### config.mk
export PLATFORM = sky130hd
export DESIGN_NAME = flash_read_ctrl
export DESIGN_NICKNAME = d
export VERILOG_FILES = /design/src/rtl/flash_read_ctrl_pkg.sv /design/src/rtl/flash_load_extend.sv /design/src/rtl/flash_read_ctrl.sv
export SDC_FILE = /design/constraint.sdc
export NUM_CORES = 1
export LEC_CHECK = 0
export CORE_AREA = 3 3 97 99
export CTS_CLUSTER_DIAMETER = 40
export CTS_CLUSTER_SIZE = 24
export DETAILED_ROUTE_END_ITERATION = 6
export DIE_AREA = 0 0 100 102
export GPL_ROUTABILITY_DRIVEN = 0
export PLACE_DENSITY = 0.91
export SYNTH_ARGS = -nofsm -noshare
export SYNTH_HDL_FRONTEND = slang
export SYNTH_SLANG_ARGS = --single-unit
### constraint.sdc
create_clock -name clk -period 5.6 [get_ports clk]
set_input_delay 1.4 -clock clk [delete_from_list [all_inputs] [get_ports clk]]
set_output_delay 1.4 -clock clk [all_outputs]
set_load 0.1 [all_outputs]
### src/rtl/flash_read_ctrl_pkg.sv
// Shared definitions for the NOR flash read path: load opcodes, controller
// states and the read-array command word.
package flash_pkg;

   typedef enum logic [2:0] {
      OP_LB  = 3'd0,
      OP_LBU = 3'd1,
      OP_LH  = 3'd2,
      OP_LHU = 3'd3,
      OP_LW  = 3'd4
   } op_e;

   typedef enum logic [2:0] {
      S_IDLE,
      S_CMD_WE,
      S_CMD_HOLD,
      S_RD,
      S_GAP,
      S_DONE
   } state_e;

   localparam logic [15:0] FLASH_CMD_READ_ARRAY = 16'h00FF;

   // Encodings above LW have no meaning of their own and are folded onto LW.
   function automatic op_e norm_op(input logic [2:0] op);
      return (op > 3'd4) ? OP_LW : op_e'(op);
   endfunction

endpackage

### src/rtl/flash_load_extend.sv
// Picks the byte or halfword out of the assembled {beat1, beat0} word and
// applies sign or zero extension for the load type.
module flash_load_extend
   import flash_pkg::*;
(
   input  logic [31:0] i_beats,
   input  op_e         i_op,
   input  logic        i_byte_sel,
   output logic [31:0] o_data
);

   logic [7:0] w_byte;

   always_comb begin
      w_byte = i_byte_sel ? i_beats[15:8] : i_beats[7:0];
      case (i_op)
         OP_LB:   o_data = {{24{w_byte[7]}}, w_byte};
         OP_LBU:  o_data = {24'd0, w_byte};
         OP_LH:   o_data = {{16{i_beats[15]}}, i_beats[15:0]};
         OP_LHU:  o_data = {16'd0, i_beats[15:0]};
         default: o_data = i_beats;
      endcase
   end

endmodule

### src/rtl/flash_read_ctrl.sv
// Load controller for the 16-bit NOR flash: optional read-array command,
// one or two read beats, then a single-cycle completion strobe.
module flash_read_ctrl
   import flash_pkg::*;
#(
   parameter int          ADDR_W = 23,
   parameter int          RD_CYC = 4,
   parameter int          WE_CYC = 2,
   parameter logic [31:0] BASE   = 32'h8000_0000,
   parameter logic [31:0] SIZE   = 32'h0040_0000
)(
   input  logic              clk,
   input  logic              rst,
   input  logic              req_i,
   input  logic [31:0]       addr_i,
   input  logic [2:0]        op_i,
   input  logic              inval_i,
   output logic [31:0]       rdata_o,
   output logic              done_o,
   output logic              pause_o,
   output logic              err_o,
   output logic [ADDR_W-1:0] flash_a_o,
   output logic [15:0]       flash_d_o,
   output logic              flash_d_oe_o,
   input  logic [15:0]       flash_d_i,
   output logic              flash_ce_n_o,
   output logic              flash_we_n_o,
   output logic              flash_oe_n_o
);

   localparam int CNT_MAX = (RD_CYC > WE_CYC) ? RD_CYC : WE_CYC;
   localparam int CNT_W   = $clog2(CNT_MAX + 1);

   state_e            r_state, w_state_next;
   logic [CNT_W-1:0]  r_cnt, w_cnt_next;
   op_e               r_op;
   logic              r_byte_sel;
   logic [ADDR_W-1:0] r_hw_addr, w_hw_next;
   logic              r_beat, w_beat_next;
   logic [31:0]       r_data;
   logic              r_array_mode;
   logic              r_ce_n, r_we_n, r_oe_n, r_d_oe;
   logic [15:0]       r_d;
   logic [ADDR_W-1:0] r_a;

   logic [31:0]       w_offset;
   op_e               w_op;
   logic              w_misal, w_legal, w_accept, w_rd_last, w_bus_next;
   logic [31:0]       w_ext;

   assign w_offset  = addr_i - BASE;
   assign w_op      = norm_op(op_i);
   assign w_misal   = (((w_op == OP_LH) || (w_op == OP_LHU)) && addr_i[0]) ||
                      ((w_op == OP_LW) && (addr_i[1:0] != 2'b00));
   // Wrapping subtraction makes addresses below BASE look huge, so one compare covers both ends.
   assign w_legal   = !w_misal && (w_offset < SIZE);
   assign w_accept  = (r_state == S_IDLE) && req_i && w_legal;
   assign w_rd_last = (r_cnt == CNT_W'(RD_CYC - 1));

   always_comb begin
      w_state_next = r_state;
      w_cnt_next   = '0;
      w_hw_next    = r_hw_addr;
      w_beat_next  = r_beat;
      case (r_state)
         S_IDLE: begin
            if (w_accept) begin
               w_state_next = r_array_mode ? S_RD : S_CMD_WE;
               w_hw_next    = w_offset[ADDR_W:1];
               w_beat_next  = 1'b0;
            end
         end
         S_CMD_WE: begin
            if (r_cnt == CNT_W'(WE_CYC - 1)) w_state_next = S_CMD_HOLD;
            else                             w_cnt_next   = r_cnt + 1'b1;
         end
         S_CMD_HOLD: w_state_next = S_RD;
         S_RD: begin
            if (w_rd_last) w_state_next = ((r_op == OP_LW) && !r_beat) ? S_GAP : S_DONE;
            else           w_cnt_next   = r_cnt + 1'b1;
         end
         S_GAP: begin
            w_state_next = S_RD;
            w_beat_next  = 1'b1;
         end
         default: w_state_next = S_IDLE;
      endcase
   end

   assign w_bus_next = (w_state_next == S_CMD_WE) || (w_state_next == S_CMD_HOLD) ||
                       (w_state_next == S_RD)     || (w_state_next == S_GAP);

   always_ff @(posedge clk) begin
      if (rst) begin
         r_state      <= S_IDLE;
         r_cnt        <= '0;
         r_op         <= OP_LW;
         r_byte_sel   <= 1'b0;
         r_hw_addr    <= '0;
         r_beat       <= 1'b0;
         r_data       <= '0;
         r_array_mode <= 1'b0;
         r_ce_n       <= 1'b1;
         r_we_n       <= 1'b1;
         r_oe_n       <= 1'b1;
         r_d_oe       <= 1'b0;
         r_d          <= '0;
         r_a          <= '0;
      end else begin
         r_state   <= w_state_next;
         r_cnt     <= w_cnt_next;
         r_hw_addr <= w_hw_next;
         r_beat    <= w_beat_next;
         if (w_accept) begin
            r_op       <= w_op;
            r_byte_sel <= addr_i[0];
         end
         if ((r_state == S_RD) && w_rd_last) begin
            if (r_beat) r_data[31:16] <= flash_d_i;
            else        r_data[15:0]  <= flash_d_i;
         end
         // An invalidate wins over a command finishing in the same cycle.
         if (inval_i)                     r_array_mode <= 1'b0;
         else if (r_state == S_CMD_HOLD)  r_array_mode <= 1'b1;
         // Pins are registered from the next state so they switch cleanly on state entry.
         r_ce_n <= !w_bus_next;
         r_we_n <= (w_state_next != S_CMD_WE);
         r_oe_n <= (w_state_next != S_RD);
         r_d_oe <= (w_state_next == S_CMD_WE) || (w_state_next == S_CMD_HOLD);
         r_d    <= ((w_state_next == S_CMD_WE) || (w_state_next == S_CMD_HOLD)) ?
                   FLASH_CMD_READ_ARRAY : 16'h0000;
         r_a    <= w_bus_next ? {w_hw_next[ADDR_W-1:1], w_hw_next[0] | w_beat_next} : '0;
      end
   end

   flash_load_extend u_extend (
      .i_beats    (r_data),
      .i_op       (r_op),
      .i_byte_sel (r_byte_sel),
      .o_data     (w_ext)
   );

   assign done_o       = (r_state == S_DONE);
   assign rdata_o      = done_o ? w_ext : 32'd0;
   assign err_o        = (r_state == S_IDLE) && req_i && !w_legal;
   assign pause_o      = w_accept || (r_state == S_CMD_WE) || (r_state == S_CMD_HOLD) ||
                         (r_state == S_RD) || (r_state == S_GAP);
   assign flash_a_o    = r_a;
   assign flash_d_o    = r_d;
   assign flash_d_oe_o = r_d_oe;
   assign flash_ce_n_o = r_ce_n;
   assign flash_we_n_o = r_we_n;
   assign flash_oe_n_o = r_oe_n;

endmodule

* Yosys cells after proc, flatten, opt, wreduce, memory -nomap -nowiden
Cells that the tools add are included.
** Operators by class
- Equal/unequal tests :: 20
- Mux-type cells :: 18
- Magnitude comparators :: 2
- $mul :: 0
- Bitwise logic cells :: 3
- Shifts and indexed selects :: 0
- Div/mod/pow operators :: 0
- Reductions and logical operators :: 29
- Add/sub/neg operators :: 2
** Operators with widths (number)
- case mux 32 bit (4 select lines) :: 1
- two-way mux 23 bit :: 2
- less-than comparator 32 x 23 -> 1 bit (second input constant) :: 1
- two-way mux 32 bit :: 1
- subtractor 32 bit (second input constant) :: 1
- == test 3 x 2 -> 1 bit (second input constant) :: 9
- two-way mux 3 bit :: 6
- two-way mux 8 bit :: 2
- == test 3 bit (second input constant) :: 5
- == test 3 x 1 -> 1 bit (second input constant) :: 4
- case mux 3 bit (4 select lines) :: 1
- logical OR 1 bit :: 9
- logical AND 1 bit :: 8
- zero test 3 bit :: 2
- case mux 3 bit (2 select lines) :: 1
- OR reduction 2 bit :: 3
- zero test 1 bit :: 4
- AND reduction 2 bit :: 2
- adder 3 x 1 -> 3 bit (second input constant) :: 1
- > comparator 3 bit (second input constant) :: 1
- inequality test 3 x 1 -> 1 bit (second input constant) :: 1
- inequality test 3 x 2 -> 1 bit (second input constant) :: 1
- two-way mux 1 bit :: 2
- two-way mux 2 bit :: 1
- other kinds (4) :: 5
** Word-level totals
- Register bits after elaboration :: 110
- ROM bits :: 0
- Word-level logic and storage cells :: 89
- Memories kept :: 0
- Bits in writable memories :: 0
- Bits in latches :: 0

* Depth between registers and ports, before layout
- Depth after elaboration :: 17
- Gate-level depth with buffers :: 8
- Depth with buffers taken out :: 6

* Cells and area by module
From an unflattened synthesis, not the netlist that was laid out.
** Second synthesis, totals
- Cell total of the unflattened synthesis :: 477
- Area, all modules :: 4121.5 µm²
** By module, submodules not included
- flash_read_ctrl :: instances 1, area an instance 3733.6 µm², cells an instance 417
- flash_load_extend :: instances 1, area an instance 387.9 µm², cells an instance 60

* Worst setup path after synthesis
Ideal clock, no wire load.
- Kind :: in2out
- Start point :: in op_i[2]
- End point :: out err_o
- Buffers on the path :: 1
- Stages :: 4
- Setup slack :: 0.807 ns
- Data arrival time :: 3.393 ns
- Cells stage by stage :: o21ai_1 > and4b_1 > clkbuf_1 > a21oi_1
** On the way
- Word-level cells in the longest chain between the ends :: 10
** RTL lines
- start, declared :: RTL line flash_read_ctrl.sv:16 : input logic [2:0] op_i,
- > comparator 3 bit :: RTL line flash_read_ctrl_pkg.sv:26 : return (op > 3'd4) ? OP_LW : op_e'(op);
- two-way mux 3 bit (*) :: RTL line flash_read_ctrl_pkg.sv:26
- == test 3 x 2 -> 1 bit :: RTL line flash_read_ctrl.sv:53 : assign w_misal = (((w_op == OP_LH) || (w_op == OP_LHU)) && addr_i[0]) ||
- logical OR 1 bit :: RTL line flash_read_ctrl.sv:53
- logical AND 1 bit :: RTL line flash_read_ctrl.sv:53
- logical OR 1 bit (*) :: RTL line flash_read_ctrl.sv:53
- zero test 1 bit (*) :: RTL line flash_read_ctrl.sv:56 : assign w_legal = !w_misal && (w_offset < SIZE);
- logical AND 1 bit (*) :: RTL line flash_read_ctrl.sv:56
- zero test 1 bit (*) :: RTL line flash_read_ctrl.sv:145 : assign err_o = (r_state == S_IDLE) && req_i && !w_legal;
- logical AND 1 bit (*) :: RTL line flash_read_ctrl.sv:145
- end, declared :: RTL line flash_read_ctrl.sv:21 : output logic err_o,
Every way passes the cells marked *; elsewhere a longest branch is shown, timed or not.

* Final worst setup path
- Start point :: reg r_state[0]
- End point :: out rdata_o[23]
** On the way
- Word-level cells in the longest chain between the ends :: 2
** RTL lines
- start, declared :: RTL line flash_read_ctrl.sv:34 : state_e r_state, w_state_next;
- start signal, assigned :: RTL line flash_read_ctrl.sv:110 : r_state <= w_state_next;
- == test 3 bit :: RTL line flash_read_ctrl.sv:143 : assign done_o = (r_state == S_DONE);
- two-way mux 32 bit :: RTL line flash_read_ctrl.sv:144 : assign rdata_o = done_o ? w_ext : 32'd0;
- end, declared :: RTL line flash_read_ctrl.sv:18 : output logic [31:0] rdata_o,
Every way passes these cells.

==> impl_metrics.env <==
export IMPL_outcome="completed"
export IMPL_post_synth_inst_count=512
export IMPL_wl_per_cell_um=15.9
export IMPL_comb_power_share=0.084
export IMPL_tritoncts_num_buffers=9
export IMPL_count_of_unique_library_cells_instantiated_by_yosys=50
export IMPL_netlist_top_cell_by_area="sky130_fd_sc_hd__dfxtp_1"
export IMPL_hold_path_end="r_hw_addr[21]"
export IMPL_post_route_min_period_ns=4.92
export IMPL_drcViolationCount=0
export IMPL_timing_setup_tns_ns=0
export IMPL_ys_ff_latch=94
export IMPL_detail_route_iter0_violations=246
export IMPL_min_path_type="reg -> reg"
export IMPL_yosys_top_cells_count="97 x sky130_fd_sc_hd__nand2_1, 94 x sky130_fd_sc_hd__a21oi_1, 94 x sky130_fd_sc_hd__dfxtp_1"
export IMPL_drt_antenna_violating_nets=0
export IMPL_tightestPinTransition_ns=1.15
export IMPL_io_pin_count=133
export IMPL_grt_use_total=0.225
export IMPL_detailroute_via_count=4045
export IMPL_nets=662
export IMPL_clockPowerShare=0.379
export IMPL_yosys_area_top_type_share=0.439
export IMPL_total_power_mw=1.24
export IMPL_synth_edf_count=0
export IMPL_timing_hold_worst_start="r_hw_addr[21]"
export IMPL_cts_resized=0
export IMPL_final_max_slew_viol_count=0
export IMPL_placeable_core_area_um2=8640
export IMPL_power_per_cell_area_nw_per_um2=221
export IMPL_most_used_flip_flop_cell_after_synthesis="sky130_fd_sc_hd__dfxtp_1"
export IMPL_area_of_the_multi_input_gates_um2=2030
export IMPL_slew_headroom=0.232
export IMPL_critPathLaunchType="flop"
export IMPL_timing_final_setup_violations=0
export IMPL_critPathRequiredTime_ns=4.20
export IMPL_globalRoute_totalOverflow=0
export IMPL_ctsHtreeMaxLevel=3
export IMPL_timing_final_hold_violations=0
export IMPL_setup_worst_path_class="reg -> out"
export IMPL_pin_count_of_the_biggest_net_entering_global_routing=64
export IMPL_clock_transition_at_path_regs_ns=0.10
export IMPL_fin_crit_sh=0.878
export IMPL_worstHoldPathCells=2
export IMPL_worst_hold_check_slack_ns=0.457
export IMPL_power_sequential_fraction=0.537
export IMPL_maxCapViolations=0
export IMPL_first_global_vias=3891
export IMPL_die_width_um=100
export IMPL_ys_seq_area_frac=0.439
export IMPL_critical_path_arrival_ns=3.52
export IMPL_synthToLayoutAreaGrowth_pct=31.4
export IMPL_cts_hold_buffers_added=0
export IMPL_place_detailed_hpwl_mm=8.01
export IMPL_cts_tree="done"
export IMPL_timing_critical_path_to_type="output port"
export IMPL_avgSynthCellArea_um2=8.37
export IMPL_ff2ff_path_depth=4
export IMPL_netlist_area_um2=4290
export IMPL_initial_utilization=0.496
export IMPL_fillerInstances=686
export IMPL_grt_antenna_before_repair=0
export IMPL_r2r_end="flash_a_o[0]"
export IMPL_worst_skew_pair_late_latency_ns=0.36
export IMPL_std_cell_rows=34
export IMPL_cts_path_max_buffers=2
export IMPL_post_synth_top_count_cell="sky130_fd_sc_hd__nand2_1"
export IMPL_clock_skew_final_ns=0.0127
export IMPL_synth_yosys_warnings=0
export IMPL_post_cts_buffers=0
export IMPL_cellInternalPower_mw=0.925
export IMPL_synthTopCellsByArea="sky130_fd_sc_hd__dfxtp_1 44%, sky130_fd_sc_hd__a21oi_1 11%, sky130_fd_sc_hd__nand2_1 8.5%"
export IMPL_placement_io_buffers=124
export IMPL_irDropWorstVdd_mv=0.129
export IMPL_floorplan_die_area_um2=10200
export IMPL_total_number_of_clock_tree_sinks=94
export IMPL_switching_share=0.257
export IMPL_first_pass_grt_wire_length_mm=18.5
export IMPL_drive_above_1_share=0.104
export IMPL_n_antenna_cell=0
export IMPL_layout_area_seq_um2=1880
export IMPL_die_h_um=102
export IMPL_rrSetupSlack_ns=3.38
export IMPL_viasPerCell=5.65
export IMPL_fraction_of_registers_with_async_set_reset=0
export IMPL_rsz_0062_raised_after_global_routing="no"
export IMPL_p_switching_mw=0.320
export IMPL_drt_wl_total_mm=11.4
export IMPL_drt_pass1_iter_count=6
export IMPL_clock_root_buffer="sky130_fd_sc_hd__clkbuf_8"
export IMPL_crit_fanout=18
export IMPL_utilization=0.652
export IMPL_regToRegStartpoint="r_op[2]"
export IMPL_timing_fmax_ghz=0.203
export IMPL_p_leak_nw=1.77
-- worst max path at each step --
stage / from / end / cells past startpoint
final: r_state[0] / rdata_o[23] / 5
after global routing: r_state[0] / rdata_o[20] / 5
after CTS: r_state[0] / rdata_o[20] / 5
after detailed placement: op_i[2] / pause_o / 7
after global placement: op_i[2] / pause_o / 7
after floorplan: op_i[2] / err_o / 4
-- flip-flops by register name, indices dropped and copies added (netlist names) --
signal,flops
r_data,32
flash_a_o,23
r_hw_addr,23
r_cnt,3
r_op,3
r_state,3
flash_ce_n_o,1
flash_d_o,1
flash_oe_n_o,1
flash_we_n_o,1
r_array_mode,1
r_beat,1
r_byte_sel,1
-- per-stage QoR --
stage | instance area (um2) | setup WS (ns) | std cells
after detailed placement | 5420 | 0.913 | 700
after CTS | 5630 | 0.684 | 716
after floorplan | 4310 | 0.807 | 519
final | 5630 | 0.684 | 716
after global placement | 5420 | 0.961 | 700
after global routing | 5630 | 0.499 | 716
-- power groups by stage --
stage	combinational, mW	sequential [mW]	clock, mW
after detailed placement	0.104	0.684	0
after CTS	0.104	0.668	0.479
after global routing	0.110	0.668	0.505
after global placement	0.103	0.684	0
final	0.105	0.668	0.472
after floorplan	0.0571	0.684	0
-- cells by family (layout without fill, tap and decap cells) --
| logic type | after synthesis | in the layout | synth area share |
|---|---|---|---|
| multiplexers | 1 | 1 | 0.00263 |
| buffers and inverters | 82 | 171 | 0.0969 |
| other | 1 | 8 | 0.000875 |
| AO/OA/AOI/OAI | 157 | 157 | 0.243 |
| adder cells (fa/ha/maj) | 4 | 4 | 0.0117 |
| flip-flops | 94 | 94 | 0.439 |
| AND/OR/NAND/NOR | 172 | 172 | 0.203 |
| XOR/XNOR | 1 | 1 | 0.00204 |
-- per-layer routing --
| layer | track usage | vias up | wire, um |
|---|---|---|---|
| met1 | 0.283 | 1872 | 4670 |
| met3 | 0.0498 | 14 | 1090 |
| met5 | 0 | - | 0 |
| met4 | 0.0756 | 0 | 201 |
| li1 | - | 1952 | - |
| met2 | 0.384 | 207 | 5460 |
-- final cells by class --
cell class / count / share of cell area
timing repair buffer: 131 / 0.228
sequential: 94 / 0.334
inverter: 24 / 0.0160
multi-input combinational: 343 / 0.360
clock buffer: 9 / 0.0220
tap: 108 / 0.0240
clock inverter: 7 / 0.0155
-- critical path: stages, from the launching register on --
cell	delay (ns)
sky130_fd_sc_hd__dfxtp_1	0.61
sky130_fd_sc_hd__nor2b_1	0.27
sky130_fd_sc_hd__nand2_1	0.38
sky130_fd_sc_hd__a21o_1	0.49
sky130_fd_sc_hd__a21oi_1	0.24
sky130_fd_sc_hd__clkdlybuf4s50_1	1.16
-- placed cells by master (no fill, tap or decap), drive strengths merged, types with 2 or more instances in the layout --
master | netlist | routed
nand3b | 2 | 2
nor2b | 4 | 4
a211oi | 20 | 20
o31ai | 25 | 25
inv | 24 | 28
or2 | 2 | 2
o31a | 2 | 2
nor2 | 15 | 15
o21ai | 4 | 4
nand4 | 26 | 26
nand2 | 98 | 98
nand3 | 2 | 2
dfxtp | 94 | 94
clkdlybuf4s50 | 0 | 117
a31oi | 3 | 3
o21a | 2 | 2
buf | 33 | 14
a21oi | 94 | 94
clkbuf | 25 | 9
ha | 4 | 4
nor3 | 3 | 3
clkinv | 0 | 2
nor4 | 5 | 5
nor4b | 3 | 3
and4b | 2 | 2
and2 | 3 | 3
conb | 1 | 8
nand2b | 3 | 3
nand4b | 2 | 2
No activity file was read; power rests on OpenSTA's default activity.
